### config.mk
export PLATFORM = sky130hd
export DESIGN_NAME = cmul_dot_sequencer
export DESIGN_NICKNAME = d
export VERILOG_FILES = /design/src/rtl/cmul_pkg.sv /design/src/rtl/mult_fixed_complex.sv /design/src/rtl/cmul_dot_sequencer.sv
export SDC_FILE = /design/constraint.sdc
export NUM_CORES = 1
export LEC_CHECK = 0
export BUFFER_PORTS_ARGS = -buffer_cell sky130_fd_sc_hd__buf_2
export CORE_MARGIN = 2
export CORE_UTILIZATION = 45
export CTS_CLUSTER_SIZE = 24
export DETAILED_ROUTE_END_ITERATION = 10
export GPL_TIMING_DRIVEN = 0
export SYNTH_ARGS = -nofsm -noshare
export SYNTH_HDL_FRONTEND = slang
export SYNTH_SLANG_ARGS = --single-unit
export TNS_END_PERCENT = 5
### constraint.sdc
create_clock -name clk -period 8.5 [get_ports clk]
set_input_delay 1.7 -clock clk [delete_from_list [all_inputs] [get_ports clk]]
set_output_delay 1.7 -clock clk [all_outputs]
set_load 0.05 [all_outputs]
### src/rtl/cmul_pkg.sv
// Shared geometry, FSM encoding and saturation helper for the complex dot-product sequencer.
package cmul_pkg;

  localparam int unsigned QI    = 3;
  localparam int unsigned QF    = 3;
  localparam int unsigned TAPS  = 4;
  localparam int unsigned W     = QI + QF;
  localparam int unsigned IDX_W = $clog2(TAPS);
  localparam int unsigned ACC_W = W + IDX_W;

  localparam logic signed [ACC_W-1:0] SAT_MAX = ACC_W'(2**(W-1) - 1);
  localparam logic signed [ACC_W-1:0] SAT_MIN = ~SAT_MAX;

  typedef enum logic [1:0] {
    ST_ACC   = 2'd0,
    ST_FLUSH = 2'd1,
    ST_OUT   = 2'd2
  } state_t;

  typedef struct packed {
    logic              clip;
    logic signed [W-1:0] val;
  } sat_t;

  // Clamp an accumulator value into the W-bit result range and report clipping.
  function automatic sat_t sat_w(input logic signed [ACC_W-1:0] v);
    sat_t r;
    r.clip = 1'b0;
    r.val  = W'(v);
    if (v > SAT_MAX) begin
      r.clip = 1'b1;
      r.val  = W'(SAT_MAX);
    end else if (v < SAT_MIN) begin
      r.clip = 1'b1;
      r.val  = W'(SAT_MIN);
    end
    return r;
  endfunction

endpackage

### src/rtl/mult_fixed_complex.sv
// Combinational Q(QI,QF) complex multiply: products floor-rounded (>>> QF) and saturated to W bits.
// ovf = a component was clipped; bad_rep = an operand holds the asymmetric most-negative code.
module mult_fixed_complex #(
  parameter int unsigned QI = 3,
  parameter int unsigned QF = 3
) (
  input  logic signed [QI+QF-1:0] a_re,
  input  logic signed [QI+QF-1:0] a_im,
  input  logic signed [QI+QF-1:0] b_re,
  input  logic signed [QI+QF-1:0] b_im,
  output logic signed [QI+QF-1:0] p_re_c,
  output logic signed [QI+QF-1:0] p_im_c,
  output logic                    ovf_c,
  output logic                    bad_rep_c
);

  localparam int unsigned W  = QI + QF;
  localparam int unsigned DW = 2 * W;
  localparam int unsigned PW = 2 * W + 1;

  localparam logic signed [PW-1:0] P_MAX    = PW'(2**(W-1) - 1);
  localparam logic signed [PW-1:0] P_MIN    = ~P_MAX;
  localparam logic signed [W-1:0]  MOST_NEG = {1'b1, {(W-1){1'b0}}};

  logic signed [DW-1:0] rr, ii, ri, ir;
  logic signed [PW-1:0] sh_re, sh_im;
  logic                 clip_re, clip_im;

  always_comb begin
    rr      = DW'(a_re) * DW'(b_re);
    ii      = DW'(a_im) * DW'(b_im);
    ri      = DW'(a_re) * DW'(b_im);
    ir      = DW'(a_im) * DW'(b_re);
    sh_re   = (PW'(rr) - PW'(ii)) >>> QF;
    sh_im   = (PW'(ri) + PW'(ir)) >>> QF;
    clip_re = (sh_re > P_MAX) || (sh_re < P_MIN);
    clip_im = (sh_im > P_MAX) || (sh_im < P_MIN);

    p_re_c = W'(sh_re);
    if (sh_re > P_MAX)      p_re_c = W'(P_MAX);
    else if (sh_re < P_MIN) p_re_c = W'(P_MIN);

    p_im_c = W'(sh_im);
    if (sh_im > P_MAX)      p_im_c = W'(P_MAX);
    else if (sh_im < P_MIN) p_im_c = W'(P_MIN);

    ovf_c     = clip_re | clip_im;
    bad_rep_c = (a_re == MOST_NEG) | (a_im == MOST_NEG) |
                (b_re == MOST_NEG) | (b_im == MOST_NEG);
  end

endmodule

### src/rtl/cmul_dot_sequencer.sv
// TAPS-point complex dot product sequenced over one shared multiplier, with
// valid/ready on the sample and result sides and per-block sticky flags.
module cmul_dot_sequencer
  import cmul_pkg::*;
(
  input  logic                    clk,
  input  logic                    rst_n,
  input  logic                    coef_we,
  input  logic [IDX_W-1:0]        coef_addr,
  input  logic signed [W-1:0]     coef_re,
  input  logic signed [W-1:0]     coef_im,
  output logic                    coef_err,
  input  logic                    s_valid,
  output logic                    s_ready,
  input  logic signed [W-1:0]     s_re,
  input  logic signed [W-1:0]     s_im,
  output logic                    y_valid,
  input  logic                    y_ready,
  output logic signed [W-1:0]     y_re,
  output logic signed [W-1:0]     y_im,
  output logic [2:0]              y_flags
);

  state_t                state, state_nxt;
  logic [IDX_W-1:0]      tap_idx;
  logic signed [W-1:0]   c_re [TAPS];
  logic signed [W-1:0]   c_im [TAPS];
  logic                  prod_valid, prod_ovf, prod_bad;
  logic signed [W-1:0]   prod_re, prod_im;
  logic signed [ACC_W-1:0] acc_re, acc_im;
  logic                  flag_ovf, flag_bad;

  logic signed [W-1:0]   m_re_c, m_im_c;
  logic                  m_ovf_c, m_bad_c;
  logic                  accept_c, last_tap_c, out_fire_c, coef_ok_c;
  sat_t                  sat_re_c, sat_im_c;

  mult_fixed_complex #(.QI(QI), .QF(QF)) u_mult (
    .a_re      (s_re),
    .a_im      (s_im),
    .b_re      (c_re[tap_idx]),
    .b_im      (c_im[tap_idx]),
    .p_re_c    (m_re_c),
    .p_im_c    (m_im_c),
    .ovf_c     (m_ovf_c),
    .bad_rep_c (m_bad_c)
  );

  assign sat_re_c = sat_w(acc_re);
  assign sat_im_c = sat_w(acc_im);

  always_ff @(posedge clk or negedge rst_n) begin
    if (!rst_n) state <= ST_ACC;
    else        state <= state_nxt;
  end

  // Coefficient writes only land between blocks, never alongside the first sample.
  always_comb begin
    state_nxt  = state;
    accept_c   = (state == ST_ACC) && s_valid && s_ready;
    last_tap_c = (tap_idx == IDX_W'(TAPS - 1));
    out_fire_c = (state == ST_OUT) && y_valid && y_ready;
    coef_ok_c  = (state == ST_ACC) && (tap_idx == '0) && !prod_valid && !accept_c;
    case (state)
      ST_ACC:   if (accept_c && last_tap_c) state_nxt = ST_FLUSH;
      ST_FLUSH: state_nxt = ST_OUT;
      ST_OUT:   if (out_fire_c) state_nxt = ST_ACC;
      default:  state_nxt = ST_ACC;
    endcase
  end

  always_ff @(posedge clk or negedge rst_n) begin
    if (!rst_n) begin
      tap_idx    <= '0;
      prod_valid <= 1'b0;
      prod_re    <= '0;
      prod_im    <= '0;
      prod_ovf   <= 1'b0;
      prod_bad   <= 1'b0;
      acc_re     <= '0;
      acc_im     <= '0;
      flag_ovf   <= 1'b0;
      flag_bad   <= 1'b0;
    end else begin
      prod_valid <= accept_c;
      if (accept_c) begin
        tap_idx  <= last_tap_c ? '0 : tap_idx + IDX_W'(1);
        prod_re  <= m_re_c;
        prod_im  <= m_im_c;
        prod_ovf <= m_ovf_c;
        prod_bad <= m_bad_c;
      end
      if (out_fire_c) begin
        acc_re   <= '0;
        acc_im   <= '0;
        flag_ovf <= 1'b0;
        flag_bad <= 1'b0;
      end else if (prod_valid) begin
        acc_re   <= acc_re + ACC_W'(prod_re);
        acc_im   <= acc_im + ACC_W'(prod_im);
        flag_ovf <= flag_ovf | prod_ovf;
        flag_bad <= flag_bad | prod_bad;
      end
    end
  end

  always_ff @(posedge clk or negedge rst_n) begin
    if (!rst_n) begin
      for (int i = 0; i < int'(TAPS); i++) begin
        c_re[i] <= '0;
        c_im[i] <= '0;
      end
    end else if (coef_we && coef_ok_c) begin
      c_re[coef_addr] <= coef_re;
      c_im[coef_addr] <= coef_im;
    end
  end

  // Result is captured one cycle into OUT so the flushed product is included.
  always_ff @(posedge clk or negedge rst_n) begin
    if (!rst_n) begin
      coef_err <= 1'b0;
      s_ready  <= 1'b0;
      y_valid  <= 1'b0;
      y_re     <= '0;
      y_im     <= '0;
      y_flags  <= '0;
    end else begin
      coef_err <= coef_we && !coef_ok_c;
      s_ready  <= (state_nxt == ST_ACC);
      if (state == ST_OUT) begin
        if (!y_valid) begin
          y_valid <= 1'b1;
          y_re    <= sat_re_c.val;
          y_im    <= sat_im_c.val;
          y_flags <= {sat_re_c.clip | sat_im_c.clip, flag_bad, flag_ovf};
        end else if (y_ready) begin
          y_valid <= 1'b0;
        end
      end
    end
  end

endmodule
**After elaboration in Yosys (flattened, before gate mapping)**

Cells that the tools add are included.

- Logic and storage cells: 115
- Output and inout port bits: 18
- Register bits: 103
- Input port bits: 31

- Reduce and logical (&&, ||, !) cells: 21
- $lt $le $gt $ge: 11
- Equality and inequality tests: 7
- Muxes and demuxes: 32
- $add $sub $neg: 5
- $mul: 4
- Bitwise logic cells: 10

Operators by type and width:

| kind | number |
|---|---|
| 6-bit 2-to-1 mux | 9 |
| 24-bit bitwise mux | 2 |
| 6-bit by 6-bit multiplier with 12-bit output | 4 |
| 8-bit 2-to-1 mux | 4 |
| 7-bit 2-to-1 mux | 4 |
| 6-bit binary-select mux with 2-bit select | 2 |
| 6-bit equality test, second input constant | 4 |
| 10-bit by 6-bit greater-than comparator with 1-bit output, second input constant | 2 |
| 10-bit by 6-bit < comparator with 1-bit output, second input constant | 2 |
| 8-bit by 6-bit adder with 8-bit output | 2 |
| 8-bit by 6-bit greater-than comparator with 1-bit output, second input constant | 2 |
| 8-bit by 6-bit < comparator with 1-bit output, second input constant | 2 |
| 12-bit by 12-bit adder with 13-bit output | 1 |
| 12-bit by 12-bit subtractor with 13-bit output | 1 |
| 6-bit demux with 2-bit select | 1 |
| 1-bit logical AND | 11 |
| 1-bit bitwise OR | 7 |
| 3-bit >= comparator, second input constant | 2 |
| 2-bit zero test | 3 |
| 1-bit 2-to-1 mux | 6 |
| 2-bit 2-to-1 mux | 3 |
| 2-bit inverter with 3-bit output | 2 |
| 2-bit one-hot mux with 3 select lines | 1 |
| 2-bit equality test, second input constant | 2 |
| other kinds (8) | 11 |

**Depth between registers and ports, before layout**

- Depth after elaboration: 9
- Mapped depth: 26
- Mapped depth without buffers: 23

**Hierarchy**

From an unflattened synthesis, not the netlist that was laid out.

- Cell total of the unflattened synthesis: 1,138
- Area, all modules: 11,618.6 um^2

Modules (own cells, without submodules):

| module | cells each | times used | sequential area each (um^2) | area an instance (um^2) |
|---|---|---|---|---|
| mult_fixed_complex | 710 | 1 | 0.0 | 6,444.9 |
| cmul_dot_sequencer | 428 | 1 | 2,577.5 | 5,173.7 |

**Worst setup path after synthesis**

OpenSTA, ideal clock, no wires.

- Path kind: input port to flip-flop
- From: input s_re[5]
- To: register prod_ovf
- Data required time: 8,379 ps
- Library setup time: 121 ps
- Stages: 20
- Data arrival time: 6,880 ps
- Buffers on the path: 1
- Setup slack: 1,499 ps
- Cells stage by stage: clkbuf_1 > nand2_1 > inv_1 > fa_1 > inv_1 > fa_1 > fa_1 > inv_1 > fa_1 > fa_1 > fa_1 > ha_1 > nor2b_1 > o21ai_1 > a21oi_1 > o41ai_1 > xnor2_1 > o31a_1 > nand3b_1 > o22a_1

- Cells in the longest elaborated chain, start to end: 5
- Elaborated cells on any way between the ends: 11
- Classes of those cells: add/sub (2); mul (2); order compare (4); bitwise (1); reduce/logical (2)

RTL lines:

| what | RTL line | source |
|---|---|---|
| from (decl) | cmul_dot_sequencer.sv:15 | `input logic signed [W-1:0] s_re,` |
| 6-bit by 6-bit multiplier with 12-bit output, on equally long branches | mult_fixed_complex.sv:30, mult_fixed_complex.sv:32 |  |
| 12-bit by 12-bit subtractor with 13-bit output or 12-bit by 12-bit adder with 13-bit output (tied branches) | mult_fixed_complex.sv:34, mult_fixed_complex.sv:35 |  |
| 10-bit by 6-bit greater-than comparator with 1-bit output, or another cell as far along | mult_fixed_complex.sv:36 | `clip_re = (sh_re > P_MAX) \|\| (sh_re < P_MIN);` |
| 1-bit logical OR, on equally long branches | mult_fixed_complex.sv:36, mult_fixed_complex.sv:37 |  |
| 1-bit bitwise OR * | mult_fixed_complex.sv:47 | `ovf_c = clip_re \| clip_im;` |
| to (signal assigned) | cmul_dot_sequencer.sv:90 | `prod_ovf <= m_ovf_c;` |
| to (decl) | cmul_dot_sequencer.sv:28 | `logic prod_valid, prod_ovf, prod_bad;` |

Every way passes the cells marked *; elsewhere a longest branch is shown, timed or not.
A chain may end at the register's enable or synchronous reset.

**Final worst setup path**

- From: input s_im[5]
- To: register prod_ovf

- Cells in the longest elaborated chain, start to end: 5
- Elaborated cells on any way between the ends: 11
- Classes of those cells: add/sub (2); mul (2); order compare (4); bitwise (1); reduce/logical (2)

RTL lines:

| what | RTL line | source |
|---|---|---|
| from (decl) | cmul_dot_sequencer.sv:16 | `input logic signed [W-1:0] s_im,` |
| 6-bit by 6-bit multiplier with 12-bit output, on equally long branches | mult_fixed_complex.sv:31, mult_fixed_complex.sv:33 |  |
| 12-bit by 12-bit subtractor with 13-bit output or 12-bit by 12-bit adder with 13-bit output (tied branches) | mult_fixed_complex.sv:34, mult_fixed_complex.sv:35 |  |
| 10-bit by 6-bit greater-than comparator with 1-bit output, or another cell as far along | mult_fixed_complex.sv:36 |  |
| 1-bit logical OR, on equally long branches | mult_fixed_complex.sv:36, mult_fixed_complex.sv:37 |  |
| 1-bit bitwise OR * | mult_fixed_complex.sv:47 |  |

Marks and branches as above.

==> results.sh <==
export IMPL_status="complete, no violations"
export IMPL_finalWorstPathRequiredPeriod_ps=7653
export IMPL_synth_seq_area_share=0.2280
export IMPL_tritoncts_num_buffers=9
export IMPL_relSlewSlack=0.4959
export IMPL_n_antenna_cell=0
export IMPL_placeableCoreArea_sq_um=24890
export IMPL_core_rowCount=58
export IMPL_hold_buffers=0
export IMPL_asyncSetResetFlopFracSynth=1.000
export IMPL_grt_first_pass_wirelength_microns=40260
export IMPL_grt_total_usage=0.1936
export IMPL_initial_core_util=0.4542
export IMPL_timing_setup_critical_path_class="input pin to register"
export IMPL_vias_in_the_first_global_route=7963
export IMPL_finalClockSkew_ps=9.017
export IMPL_cts_sink_count=103
export IMPL_cts_root_buffer="clkbuf_16"
export IMPL_number_of_antenna_violations_at_the_first_check_in_global_routing=0
export IMPL_avgSynthCellArea_sq_um=10.04
export IMPL_antenna_left=0
export IMPL_clockBufferDepth=2
export IMPL_fmax_ghz=0.1307
export IMPL_rr_worst_depth=21
export IMPL_crit_reg2reg_launch="tap_idx[0]"
export IMPL_hold_path_startpoint="y_flags[2]"
export IMPL_yosysUniqueCellTypes=58
export IMPL_hold_path_class="register to register"
export IMPL_worst_r2r_setup_slack_ps=870
export IMPL_dr_pass1_iters=5
export IMPL_min_period_over_period=0.9004
export IMPL_report_final_hold_viol_count=0
export IMPL_report_final_slew_viol_count=0
export IMPL_finalSetupViolations=0
export IMPL_cp_end_kind="register"
export IMPL_crit_path_top_cell_by_count="fa_1"
export IMPL_vias=7520
export IMPL_transition_time_of_the_tightest_slew_check_pin_ps=756.2
export IMPL_cell_area_synth_sq_um=11310
export IMPL_ios=49
export IMPL_grt_setup_unrepaired="no"
export IMPL_clock_tree_from_tritoncts="done"
export IMPL_number_of_cells_produced_by_synthesis=1126
export IMPL_clkSlewWorstSetupHoldPaths_ps=70
export IMPL_slowest_stage="fa_1"
export IMPL_setup_tns_ps=0
export IMPL_routabilityCongestion=0.8395
export IMPL_whs_path_depth=2
export IMPL_cts_setup_buffers=0
export IMPL_cp_cell_sequence="buf_2, clkbuf_1, and2_1, fa_1, fa_1, inv_1, fa_1, fa_1, fa_1, fa_1, ha_1, o21a_1, o21ai_0, o21ai_0, a31o_1, xnor2_2, mux2i_1, o22a_1"
export IMPL_viasPerCell=4.944
export IMPL_synthesis_yosys_warnings=0
export IMPL_floorplan_die_width_microns=162.5
export IMPL_post_route_cells_drive_above_1_share=0.1226
export IMPL_fp_dieH_microns=162.5
export IMPL_final_nets=1462
export IMPL_critical_path_peak_fanout=10
export IMPL_worstHoldEndpoint="y_flags[2]"
export IMPL_post_cts_resized=0
export IMPL_wire_per_inst_microns=15.69
export IMPL_cp_arrival_ps=7940
export IMPL_cts_htree_levels=3
export IMPL_timing_max_cap_violations=0
export IMPL_grt_overflow=0
export IMPL_detailedPlacementHpwl_microns=19370
export IMPL_io_buffers=48
export IMPL_required_time_at_the_endpoint_of_the_critical_path_ps=8780
export IMPL_most_common_flop_cell_mapped_by_yosys="dfrtp_1"
export IMPL_layout_area_growth_over_synthesis_pct=8.621
export IMPL_dr_first_iter_drc_count=385
export IMPL_syn_num_nets=1402
export IMPL_reg2reg_to="prod_ovf"
export IMPL_cp_slowest_stage_delay_ps=520
export IMPL_synth_enable_flop_cells=0
export IMPL_grt_max_degree=71
export IMPL_critical_path_startpoint_type="input pin"
export IMPL_insertion_delay_ps=350
export IMPL_number_of_synthesized_register_bits=103
export IMPL_die_area_sq_um=26410
export IMPL_final_wl_microns=23860
export IMPL_drt_drc_violations_left=0
## worst max path at each step
stage	startpoint	end	slack [ps]	cells past startpoint
after floorplan	s_re[5]	prod_ovf	1500	20
after global placement	s_im[5]	prod_ovf	520	18
after detailed placement	s_im[5]	prod_ovf	510	18
after CTS	tap_idx[0]	prod_ovf	860	21
after global routing	tap_idx[0]	prod_im[1]	510	21
final	s_im[5]	prod_ovf	850	18
## metrics by stage
step | hold slack, ps | util | setup slack [ps] | std cells | cell area, sq um
3_3_place_gp | 458.9 | 0.4804 | 523.6 | 1504 | 11960
3_5_place_dp | 465.3 | 0.4817 | 514.7 | 1505 | 11990
4_1_cts | 481.1 | 0.4934 | 855.6 | 1521 | 12280
5_1_grt | 511.7 | 0.4934 | 507.9 | 1521 | 12280
2_1_floorplan | 456.3 | - | 1499 | 1126 | 11310
6_report | 475.5 | 0.4934 | 847.0 | 1521 | 12280
## sequential cells by signal (all words and copies together), names as in the netlist, 3 cells and up
| signal | flops |
|---|---|
| c_im | 24 |
| prod_im | 6 |
| acc_im | 8 |
| y_flags | 3 |
| acc_re | 8 |
| y_re | 6 |
| c_re | 24 |
| prod_re | 6 |
| y_im | 6 |
## critical path, delay by kind of cell
family                   cells  cell delay [ps]
adder cells (fa/ha/maj)      7             3390
XOR/XNOR                     1              400
multiplexers                 1              320
AO/OA/AOI/OAI                5             1170
buffers and inverters        3              530
AND/OR/NAND/NOR              1              410
## cell type report
| class | count | area [sq um] |
|---|---|---|
| fill | 2347 | 12610 |
| multi-input combinational | 788 | 7836 |
| buffer | 46 | 182.7 |
| clock buffer | 9 | 225.2 |
| tap | 330 | 412.9 |
| inverter | 189 | 709.4 |
| sequential | 103 | 2577 |
| timing repair buffer | 49 | 270.3 |
| clock inverter | 7 | 66.31 |
## layout by cell type (no fill, tap or decap), types with 3 or more instances in the layout
master and n:
inv_1 188, o21bai_1 9, nor4_1 3, fa_1 144, nor3_1 8, nand3_1 6, nor2b_1 9, dfrtp_1 103
a21oi_1 28, o21a_1 5, buf_2 49, clkbuf_16 9, mux2i_1 17, xnor2_1 35, ha_1 101, xor2_1 10
nand2_1 99, nand2b_1 17, nor2_1 72, a21o_1 6, o21ai_0 35, or3_1 4, and2_1 81, mux2_2 53
mux4_2 12, clkbuf_1 41
## cells by family after synthesis
group | synth area share
flip-flops | 0.2280
AO/OA/AOI/OAI | 0.05943
XOR/XNOR | 0.03973
multiplexers | 0.09296
adder cells (fa/ha/maj) | 0.3668
buffers and inverters | 0.07891
AND/OR/NAND/NOR | 0.1342
## per-layer routing
layer	wire, microns	track usage	vias to the layer above
li1	-	-	3669
met1	11090	0.2593	3735
met2	11810	0.3358	84
met3	523	0.02674	32
met4	441	0.04465	0
met5	0	0	-
## cells in the mapped netlist (8+ instances only)
cell      count  area (sq um)
inv_1       188         705.7
fa_1        144          2883
dfrtp_1     103          2577
ha_1        101          1264
nand2_1      99         371.6
and2_1       81         506.7
nor2_1       72         270.3
mux2_2       53         596.8
clkbuf_1     41         153.9
o21ai_0      35         175.2
xnor2_1      35         306.5
a21oi_1      28         140.1
mux2i_1      17         170.2
nand2b_1     17         106.4
mux4_2       12         270.3
xor2_1       10         87.58
nor2b_1       9         56.30
o21bai_1      9         67.56
nor3_1        8         40.04
Power is left out: the tool's default activity adds up to more than one toggle a clock period on the data nets, which glitch-free logic cannot reach.
